$ cat src/rtl/mem_arbiter_pkg.sv
// Shared types and constants for the two-port memory arbiter.
// Includes the FSM encoding, the transaction type values and the per-port request bundle.
package mem_arbiter_pkg;

  typedef enum logic [1:0] {
    ST_IDLE  = 2'd0,
    ST_LOCK0 = 2'd1,
    ST_LOCK1 = 2'd2
  } arb_state_t;

  localparam logic TYPE_READ  = 1'b0;
  localparam logic TYPE_WRITE = 1'b1;

  localparam logic PORT_IFETCH = 1'b0;
  localparam logic PORT_DATA   = 1'b1;

  typedef struct packed {
    logic        val;
    logic        typ;
    logic [31:0] addr;
    logic [31:0] wdata;
  } mem_req_t;

  // Round-robin: on a tie the port that did not win last time goes next.
  function automatic logic other_port(input logic port);
    return ~port;
  endfunction

endpackage

$ cat src/rtl/mem_arbiter_sat_counter.sv
// Saturating up-counter with synchronous clear.
// When the counter reaches all-ones it holds that value instead of wrapping.
module SatCounter #(
  parameter int p_width = 16
) (
  input  logic               clk,
  input  logic               rst,
  input  logic               inc,
  output logic [p_width-1:0] count
);

  localparam logic [p_width-1:0] CNT_MAX = '1;

  logic [p_width-1:0] count_reg;

  always_ff @(posedge clk) begin
    if (rst) begin
      count_reg <= '0;
    end else if (inc && (count_reg != CNT_MAX)) begin
      count_reg <= count_reg + p_width'(1);
    end
  end

  assign count = count_reg;

endmodule

$ cat src/rtl/mem_arbiter.sv
// Arbitrates an instruction-fetch port and a data port onto one shared memory port.
// Grant is combinational, round-robin on ties, and held while memory stalls a transaction.
module mem_arbiter
  import mem_arbiter_pkg::*;
#(
  parameter int p_cnt_nbits = 16
) (
  input  logic                   clk,
  input  logic                   rst,
  input  logic                   req0_val,
  output logic                   req0_wait,
  input  logic                   req0_type,
  input  logic [31:0]            req0_addr,
  input  logic [31:0]            req0_wdata,
  output logic [31:0]            req0_rdata,
  input  logic                   req1_val,
  output logic                   req1_wait,
  input  logic                   req1_type,
  input  logic [31:0]            req1_addr,
  input  logic [31:0]            req1_wdata,
  output logic [31:0]            req1_rdata,
  output logic                   mem_val,
  input  logic                   mem_wait,
  output logic                   mem_type,
  output logic [31:0]            mem_addr,
  output logic [31:0]            mem_wdata,
  input  logic [31:0]            mem_rdata,
  output logic [p_cnt_nbits-1:0] grant_cnt0,
  output logic [p_cnt_nbits-1:0] grant_cnt1
);

  arb_state_t state_reg, state_next;
  logic       ptr_reg, ptr_next;

  mem_req_t   req0_bundle, req1_bundle, granted;
  logic       grant_valid;
  logic       grant_port;
  logic       complete;
  logic [1:0] port_inc;
  logic [p_cnt_nbits-1:0] cnt [2];

  assign req0_bundle = '{val: req0_val, typ: req0_type, addr: req0_addr, wdata: req0_wdata};
  assign req1_bundle = '{val: req1_val, typ: req1_type, addr: req1_addr, wdata: req1_wdata};

  // A locked port keeps the grant even if it drops val; the drop then just releases the lock.
  always_comb begin
    grant_valid = 1'b0;
    grant_port  = PORT_IFETCH;
    case (state_reg)
      ST_LOCK0: begin
        grant_valid = 1'b1;
        grant_port  = PORT_IFETCH;
      end
      ST_LOCK1: begin
        grant_valid = 1'b1;
        grant_port  = PORT_DATA;
      end
      default: begin
        if (req0_val && req1_val) begin
          grant_valid = 1'b1;
          grant_port  = other_port(ptr_reg);
        end else if (req0_val) begin
          grant_valid = 1'b1;
          grant_port  = PORT_IFETCH;
        end else if (req1_val) begin
          grant_valid = 1'b1;
          grant_port  = PORT_DATA;
        end
      end
    endcase
    if (rst) begin
      grant_valid = 1'b0;
    end
  end

  assign granted  = grant_port ? req1_bundle : req0_bundle;
  assign complete = grant_valid && granted.val && !mem_wait;

  assign mem_val   = grant_valid && granted.val;
  assign mem_type  = granted.typ;
  assign mem_addr  = granted.addr;
  assign mem_wdata = granted.wdata;

  assign req0_rdata = mem_rdata;
  assign req1_rdata = mem_rdata;

  assign req0_wait = (grant_valid && (grant_port == PORT_IFETCH)) ? mem_wait : 1'b1;
  assign req1_wait = (grant_valid && (grant_port == PORT_DATA))   ? mem_wait : 1'b1;

  always_comb begin
    state_next = state_reg;
    ptr_next   = ptr_reg;
    case (state_reg)
      ST_IDLE: begin
        if (grant_valid && granted.val && mem_wait) begin
          state_next = (grant_port == PORT_DATA) ? ST_LOCK1 : ST_LOCK0;
        end
      end
      ST_LOCK0, ST_LOCK1: begin
        if (!granted.val || !mem_wait) begin
          state_next = ST_IDLE;
        end
      end
      default: state_next = ST_IDLE;
    endcase
    if (complete) begin
      ptr_next = grant_port;
    end
  end

  always_ff @(posedge clk) begin
    if (rst) begin
      state_reg <= ST_IDLE;
      ptr_reg   <= PORT_DATA;
    end else begin
      state_reg <= state_next;
      ptr_reg   <= ptr_next;
    end
  end

  assign port_inc[0] = complete && (grant_port == PORT_IFETCH);
  assign port_inc[1] = complete && (grant_port == PORT_DATA);

  for (genvar gi = 0; gi < 2; gi++) begin : g_cnt
    SatCounter #(
      .p_width (p_cnt_nbits)
    ) u_cnt (
      .clk   (clk),
      .rst   (rst),
      .inc   (port_inc[gi]),
      .count (cnt[gi])
    );
  end

  assign grant_cnt0 = cnt[0];
  assign grant_cnt1 = cnt[1];

endmodule
$ cat config.mk
export PLATFORM = sky130hd
export DESIGN_NAME = mem_arbiter
export DESIGN_NICKNAME = d
export VERILOG_FILES = /design/src/rtl/mem_arbiter_pkg.sv /design/src/rtl/mem_arbiter_sat_counter.sv /design/src/rtl/mem_arbiter.sv
export SDC_FILE = /design/constraint.sdc
export NUM_CORES = 1
export LEC_CHECK = 0
export ABC_AREA = 1
export ABC_CLOCK_PERIOD_IN_PS = 1800
export CORE_AREA = 10 10 121 123
export CTS_CLUSTER_SIZE = 10
export DETAILED_ROUTE_END_ITERATION = 7
export DIE_AREA = 0 0 131 133
export DONT_BUFFER_PORTS = 1
export GPL_ROUTABILITY_DRIVEN = 0
export PLACE_DENSITY = 0.47
export SETUP_SLACK_MARGIN = 0.4
export SLEW_MARGIN = 10
export SYNTH_ARGS = -nofsm -noshare
export SYNTH_HDL_FRONTEND = slang
export SYNTH_SLANG_ARGS = --single-unit
$ cat constraint.sdc
create_clock -name clk -period 1.8 [get_ports clk]
set_input_delay 0.36 -clock clk [delete_from_list [all_inputs] [get_ports clk]]
set_output_delay 0.36 -clock clk [all_outputs]
set_load 0.05 [all_outputs]
After elaboration in Yosys (flattened, before gate mapping)
Index checks and enable logic that the tools add are counted.

cells by class
  add/subtract/negate cells = 2
  equal/unequal tests = 6
  muxes and demuxes = 15
  bitwise operators = 2
  reductions and logical operators = 16

operators with widths
  cell                                                    count
  two-way mux 66 bit                                      1
  adder 16 x 1 -> 16 bit (second input constant)          2
  inequality test 16 bit (second input constant)          2
  logical AND 1 bit                                       10
  two-way mux 1 bit                                       9
  two-way mux 2 bit                                       3
  case mux 2 bit (2 select lines)                         1
  equality test 2 x 1 -> 1 bit (second input constant)    1
  equality test 2 bit (second input constant)             1
  zero test 1 bit                                         2
  zero test 2 bit                                         1
  inequality test 2 x 1 -> 1 bit (second input constant)  1
  inequality test 2 bit (second input constant)           1
  NOT 1 bit                                               2
  case mux 1 bit (2 select lines)                         1
  AND reduction 2 bit                                     1
  OR reduction 2 bit                                      1
  logical OR 1 bit                                        1

storage, ports and cells
  bits in registers = 35
  input port bits = 167
  output and inout port bits = 164
  logic and storage cells = 45

Logic depth before layout (Yosys ltp)
Gate-level depths: netlist of the first run.

  depth after elaboration = 9
  depth in mapped cells = 12
  depth with buffers taken out = 12

Cells and area by module
From an unflattened synthesis of the first run, not the netlist that was laid out.

unflattened totals
  cell total of the unflattened synthesis = 616
  area total of the unflattened synthesis = 3427.0 sq um

by module, submodules not included
  module       times used  cells an instance  area an instance (sq um)  sequential area each (sq um)
  SatCounter   2           149                929.6                     320.3
  mem_arbiter  1           318                1567.8                    60.1

Worst setup path before layout of the first run
Ideal clock, no wire load.

  path type = register to output
  start point = register state_reg[0]
  end point = output port mem_addr[0]
  data arrival time = 1828 ps
  required time = 1440 ps
  setup slack = -388 ps
  cell stages (with the launch flop) = 10
  buffers on the path = 2
  cells stage by stage = dfxtp_1 inv_1 ha_1 inv_1 nand3_2 nand2_1 buf_2 buf_1 nand2_1 nand2_1

between the ends
  cells in the longest elaborated chain, start to end = 3
  elaborated cells between the ends (all ways) = 4
  those cells by class = eq/ne (2); mux (2)

RTL lines
  item                                                                        line                text
  from (decl)                                                                 mem_arbiter.sv:32   arb_state_t state_reg, state_next;
  from (signal assigned)                                                      mem_arbiter.sv:116  state_reg <= state_next;
  equality test 2 bit / equality test 2 x 1 -> 1 bit (equally long branches)  mem_arbiter.sv:49   case (state_reg)
  case mux 1 bit (2 select lines) (*)                                         mem_arbiter.sv:49
  two-way mux 66 bit (*)                                                      mem_arbiter.sv:76   assign granted = grant_port ? req1_bundle : req0_bundle;
  to (decl)                                                                   mem_arbiter.sv:25   output logic [31:0] mem_addr,

Every way passes the cells marked *; elsewhere a longest branch is shown, timed or not.

Worst setup path in the final report of the first run
  start point = register state_reg[1]
  end point = output port req0_wait

between the ends
  cells in the longest elaborated chain, start to end = 6
  elaborated cells between the ends (all ways) = 9
  those cells by class = eq/ne (2); mux (4); bitwise (1); reduce/logical (2)

RTL lines
  item                                                                        line               text
  equality test 2 x 1 -> 1 bit / equality test 2 bit (equally long branches)  mem_arbiter.sv:49
  OR reduction 2 bit (no line)                                                --
  two-way mux 1 bit                                                           mem_arbiter.sv:49
  two-way mux 1 bit                                                           mem_arbiter.sv:71  if (rst) begin
  logical AND 1 bit (*)                                                       mem_arbiter.sv:87  assign req0_wait = (grant_valid && (grant_port == PORT_IFETCH)) ? mem_wait : 1'b1;
  two-way mux 1 bit (*)                                                       mem_arbiter.sv:87
  to (decl)                                                                   mem_arbiter.sv:11  output logic req0_wait,

Marks and branches as above.

==> flow_summary.toml, run 1 <==
[logic_synthesis]
synth_fp_nets = 784
synth_area_leaders = "nand2_1 (33%), dfxtp_1 (20%), buf_4 (14%), nand3_1 (4.9%), a21oi_1 (4.3%)"
netlist.top_cell.by_area = "nand2_1"
syn_avg_cell_area_um2 = 5.699
yosysTopAreaCellShare_pct = 32.77
synth_edf_count = 0
synth-seq-area-share_pct = 20.06
syn_area_mm2 = 0.003493
syn_inst = 613
postSynth.asyncResetShare_pct = 0
synth_ff_type = "dfxtp_1"
synth_cell_types = 30
ys_ff_latch = 35
synth_warnings = 0

[clocking]
cts-root-buf = "clkbuf_16"
hold_buffers = 0
htreeDepth = 2
cts_sinks = 35
cts_max_path_buffers = 2
clk_latency_ns = 0.29
cts_made_buffers = 5
tritoncts = "done"
clkTransAtPathRegs_ns = 0.06

[sta]
worst_pin_slew_ns = 0.4141
fmax_mhz = 473.5
period_minus_slack_ns = 2.112
hold_viol = 0
relSlewSlack_pct = 72.18
setup_viol = 100
skew_ns = 0.003382
rsz0062_at_grt = "true"
slew_viol_final = 0
setup_ws_ns = -0.3119
fin_crit_sh_pct = 117.3

[job]
maxCapViolations = 0

[outcome]
outcome = "complete, but fails checks"
violations = "negative setup slack"

[final_layout]
largest_reg_flops = 32
drive_gt1_share_pct = 52.32
area_delta_synth_final_pct = 52.65
final_nets = 774
fin_util_pct = 43.13

[worst_setup_path]
crit_start = "state_reg[1]$_SDFFE_PP0P_"
crit_required_ns = 1.44
worstSetupPathType = "register to output pin"
critPathSlowestCell = "dfxtp_2"
worstPathCellList = "inv_2, ha_4, inv_4, nand3_4, nand2_8, clkinv_8, buf_12, buf_16, nand2_8, buf_8"
crit_arrival_ns = 1.75
endpoint_kind = "output pin"
path_buf_inv = 6
crit_family = "buffers and inverters"
reg2reg_from = "state_reg[1]$_SDFFE_PP0P_"
path_max_fanout = 5
cp_common_cell = "nand2_8"
start_kind = "register"
slowest_delay_ns = 0.33

[global_route]
antenna_found_initial = 1
grt_max_degree = 34
grt_usage_pct = 15.69
overflow = 0
grt_pass1_vias = 3886
grt_pass1_wl_um = 21930

[floorplanning]
die_area_mm2 = 0.01742
start_util_pct = 28.26
ios = 331
die_h_um = 133
rows = 41
die_w_um = 131
coreArea_mm2 = 0.01236

[routing]
route.vias.total = 3771
wl_per_cell_um = 19.05
ant_nets = 0
drt_first_pass_iters = 4
drcViolationCount = 0
drtIter0Drc = 121
drt-vias-per-instance = 4.853
finalWirelength_um = 14800

[placement]
port-buffer-count = 0
place_hpwl_um = 11710

[power_and_ir_drop]
ir_drop_uv = 694.1
p_per_area_mw_per_mm2 = 1492
power.leakage_nw = 2.197
power_mw = 7.956

[worst_hold_path]
hold_start = "rst"
worstHoldPathType = "input port to register"
==> cell usage after synthesis (2+ instances only) <==
cell type,number
nor2_2,2
nand2_1,305
xor2_1,14
ha_1,4
dfxtp_1,35
nand2_2,4
nor3_1,4
buf_1,4
nand3_1,34
nor2_1,35
nand3b_1,2
nor2_4,4
xnor2_1,4
clkbuf_1,8
a21oi_1,30
buf_2,6
buf_4,66
nand4_1,9
o21ai_0,2
inv_1,29
nand3_2,3
==> cells by family after synthesis <==
group                    after synthesis  synth area share, %
buffers and inverters                117                20.42
AO/OA/AOI/OAI                         33                4.835
flip-flops                            35                20.06
XOR/XNOR                              18                4.513
AND/OR/NAND/NOR                      406                48.75
adder cells (fa/ha/maj)                4                1.433
==> layout by cell type (no fill, tap or decap), drive strengths merged, types with 5 or more instances in the layout <==
cell    netlist  routed
inv          30      29
nand3        37      37
nor2         41      41
nand2       309     310
dfxtp        35      35
nand4        10      10
buf          78      68
xor2         14      14
a21oi        31      31
clkbuf        8       5
==> layer usage <==
layer  vias to the layer above  track usage [%]  share of wire [%]
met5                         -                0                  0
met4                         0            4.821                2.1
met3                        18            6.952                 13
met2                       184            27.02                 50
met1                      1747            16.67                 35
li1                       1822                -                  -
==> path summary, 6_finish.rpt <==
check                                               end  slack (ns)  depth (start not counted)
setup / recovery                              req0_wait       -0.31                         10
hold / removal    g_cnt[1].u_cnt.count[11]$_SDFFE_PP0P_        0.13                          1
setup reg to reg  g_cnt[0].u_cnt.count[12]$_SDFFE_PP0P_       -0.22                         15
hold reg to reg    g_cnt[1].u_cnt.count[9]$_SDFFE_PP0P_        0.48                          2
==> worst register-to-register path, stage by stage, from the launching register on <==
cell	delay (ns)
dfxtp_2	0.33
inv_2	0.04
ha_4	0.25
inv_4	0.06
nand3_4	0.10
buf_4	0.15
buf_6	0.11
nand3_4	0.08
nand2_4	0.06
buf_4	0.14
nor2_4	0.11
buf_12	0.15
buf_8	0.14
nand2_4	0.05
nor2_2	0.09
nor2_1	0.04
==> per-stage QoR <==
step | setup slack, ns | std cells | cell area, um^2 | setup TNS [ns] | hold slack [ns]
after CTS | -0.3192 | 775 | 5022 | -22.74 | 0.1202
final | -0.3119 | 777 | 5333 | -24.17 | 0.1326
after global placement | -0.07501 | 754 | 4347 | -2.852 | 0.4235
after global routing | -0.3880 | 776 | 5330 | -33.28 | 0.1207
after floorplan | 0.02004 | 613 | 4330 | 0 | 0.4285
after detailed placement | -0.1215 | 754 | 4347 | -5.783 | 0.4246
==> power breakdown <==
part | total [mW] | switching [mW] | leakage (nW) | internal, mW
logic | 5.97 | 4.33 | 1.81 | 1.64
clock network | 1.15 | 0.361 | 0.0900 | 0.794
registers | 0.831 | 0.0219 | 0.298 | 0.809
==> what timing repair did <==
action / in CTS / in global routing
cloned: 5 / 0
pin swaps: 48 / 31
setup endpoints to repair: 103 / 104
gates resized for setup: 84 / 63
setup buffers: 8 / 1
==> cell type report <==
| type | count | area (um^2) |
|---|---|---|
| diodes | 1 | 2.502 |
| clock buffers | 5 | 125.1 |
| clock inverters | 3 | 67.56 |
| fillers | 1251 | 7030 |
| inverters | 31 | 131.4 |
| multi-input cells | 462 | 3297 |
| flip-flops and latches | 35 | 750.7 |
| well taps | 172 | 215.2 |
| repair buffers | 68 | 743.2 |
Power figures use the tool's default switching activity.
==> run 2: changes to the inputs <==
- ABC_CLOCK_PERIOD_IN_PS: 1800 -> unset
==> results of run 2 <==
Same layout as run 1: the final DEF is identical, and so are final timing and power.
==> run 3: changes to the inputs <==
- PLACE_DENSITY: 0.47 -> 0.54
==> flow_summary.toml, run 3 (synthesized netlist as in run 1, its figures left out) <==
[power_and_ir_drop]
power_mw = 8.572
p_per_area_mw_per_mm2 = 1522
ir_drop_uv = 639.0
power.leakage_nw = 2.261

[placement]
port-buffer-count = 0
dpl-instance-area_mm2 = 0.004412
place_hpwl_um = 12660
dp.cells = 761

[routing]
drt-vias-per-instance = 4.808
drt_first_pass_iters = 4
ant_nets = 0
drcViolationCount = 0
route.vias.total = 3774
finalWirelength_um = 16120
wl_per_cell_um = 20.53
drtIter0Drc = 174

[floorplanning]
coreArea_mm2 = 0.01236
die_w_um = 131
start_util_pct = 28.26
die_h_um = 133
rows = 41
die_area_mm2 = 0.01742
ios = 331

[sta]
setup_ws_ns = -0.3296
fmax_mhz = 469.6
rsz0062_at_grt = "true"
period_minus_slack_ns = 2.130
fin_tns_setup_ns = -23.70
fin_crit_sh_pct = 118.3
setup_viol = 100
hold_viol = 0
worst_pin_slew_ns = 0.4511
holdWs_ns = 0.1370
skew_ns = 0.005110
relSlewSlack_pct = 69.69
slew_viol_final = 0

[worst_hold_path]
hold_start = "rst"
hold_end = "g_cnt[1].u_cnt.count[15]$_SDFFE_PP0P_"
holdPathStages = 1
worstHoldPathType = "input port to register"

[clocking]
cts-root-buf = "clkbuf_16"
clkTransAtPathRegs_ns = 0.06
cts_sinks = 35
cts_made_buffers = 5
clk_latency_ns = 0.28
cts_max_path_buffers = 2
tritoncts = "done"
htreeDepth = 2

[worst_setup_path]
worstSetupPathType = "register to output pin"
crit_arrival_ns = 1.77
slowest_delay_ns = 0.33
cp_common_cell = "inv_2"
endpoint_kind = "output pin"
critPathSlowestCell = "dfxtp_2"
crit_required_ns = 1.44
path_max_fanout = 6
r2r_cells = 15
path_buf_inv = 7
r2r_end = "g_cnt[1].u_cnt.count[10]$_SDFFE_PP0P_"
worstPathCellList = "inv_2, ha_4, inv_2, nand3_4, nand2_4, inv_8, buf_6, buf_6, nor2_4, inv_2, buf_12"
start_kind = "register"
reg2reg_from = "state_reg[0]$_SDFFE_PP0P_"
crit_family = "buffers and inverters"
r2r_slack_ns = -0.22

[global_route]
grt_pass1_vias = 3876
grt_max_degree = 31
overflow = 0
antenna_found_initial = 1
grt_usage_pct = 16.33
grt_pass1_wl_um = 22710

[outcome]
outcome = "complete, but fails checks"
violations = "negative setup slack"

[final_layout]
final_area_mm2 = 0.005632
final_nets = 782
fill_cells = 1214
final_cell_mix = "nand2_1 (136), nand2_2 (75), nand2_4 (63), buf_4 (50), nand2_8 (36)"
largest_reg_flops = 32
stdcell_count = 785
final_common_cell = "nand2_1"
area_delta_synth_final_pct = 61.21
drive_gt1_share_pct = 53.92

[job]
maxCapViolations = 0
## run 3: final cells by class
type                    instances  area [um^2]  share of cell area, %
diodes                          1        2.502                0.04443
clock buffers                   5        125.1                  2.222
clock inverters                 3        38.79                 0.6887
inverters                      31        123.9                  2.200
multi-input cells             462         3513                  62.39
flip-flops and latches         35        749.5                  13.31
well taps                     172        215.2                  3.821
repair buffers                 76        863.3                  15.33
## run 3: stage by stage
step	util (%)	setup slack (ns)
2_1_floorplan	-	0.02004
3_3_place_gp	35.68	-0.02957
3_5_place_dp	35.68	-0.07050
4_1_cts	39.36	-0.3259
5_1_grt	45.53	-0.4032
6_report	45.55	-0.3296
## run 3: power breakdown
| group | internal (mW) | switching, mW |
|---|---|---|
| Sequential | 0.809 | 0.0222 |
| Clock | 0.646 | 0.335 |
| Combinational | 2.05 | 4.71 |
## run 3: worst max-delay path by stage
| stage | from | to | slack [ns] | cells after the start |
|---|---|---|---|---|
| floorplan | state_reg[1]$_SDFFE_PP0P_ | mem_addr[11] | 0.02 | 10 |
| global placement | state_reg[1]$_SDFFE_PP0P_ | mem_wdata[1] | -0.03 | 9 |
| detailed placement | state_reg[1]$_SDFFE_PP0P_ | g_cnt[0].u_cnt.count[6]$_SDFFE_PP0P_ | -0.07 | 12 |
| CTS | state_reg[0]$_SDFFE_PP0P_ | req1_wait | -0.33 | 11 |
| global route | state_reg[0]$_SDFFE_PP0P_ | mem_wdata[0] | -0.40 | 9 |
| finish | state_reg[0]$_SDFFE_PP0P_ | req1_wait | -0.33 | 11 |
## run 3: worst register-to-register path, delay by kind of cell (launching register included)
family / cells / cell delay [ns]
DFF: 1 / 0.33
adders and majority gates: 1 / 0.24
and+or+nand+nor: 6 / 0.57
AOI/OAI and AO/OA: 1 / 0.12
buffers and inverters: 7 / 0.70
## run 3: timing repair
item | in CTS | in global routing
setup endpoints to repair | 103 | 103
pin swaps | 61 | 61
hold buffers | 0 | 0
cloned | 3 | 4
hold endpoints to repair | 0 | 0
resized for setup | 48 | 134
setup buffers | 6 | 2
## run 3: routing by layer
metal  vias up  global-route usage, %  part of all wire [%]
met5         -                      0                     0
met2       196                  28.76                    52
met3        18                  8.030                    12
li1       1837                      -                     -
met4         0                  3.894                   1.5
met1      1723                  16.79                    34
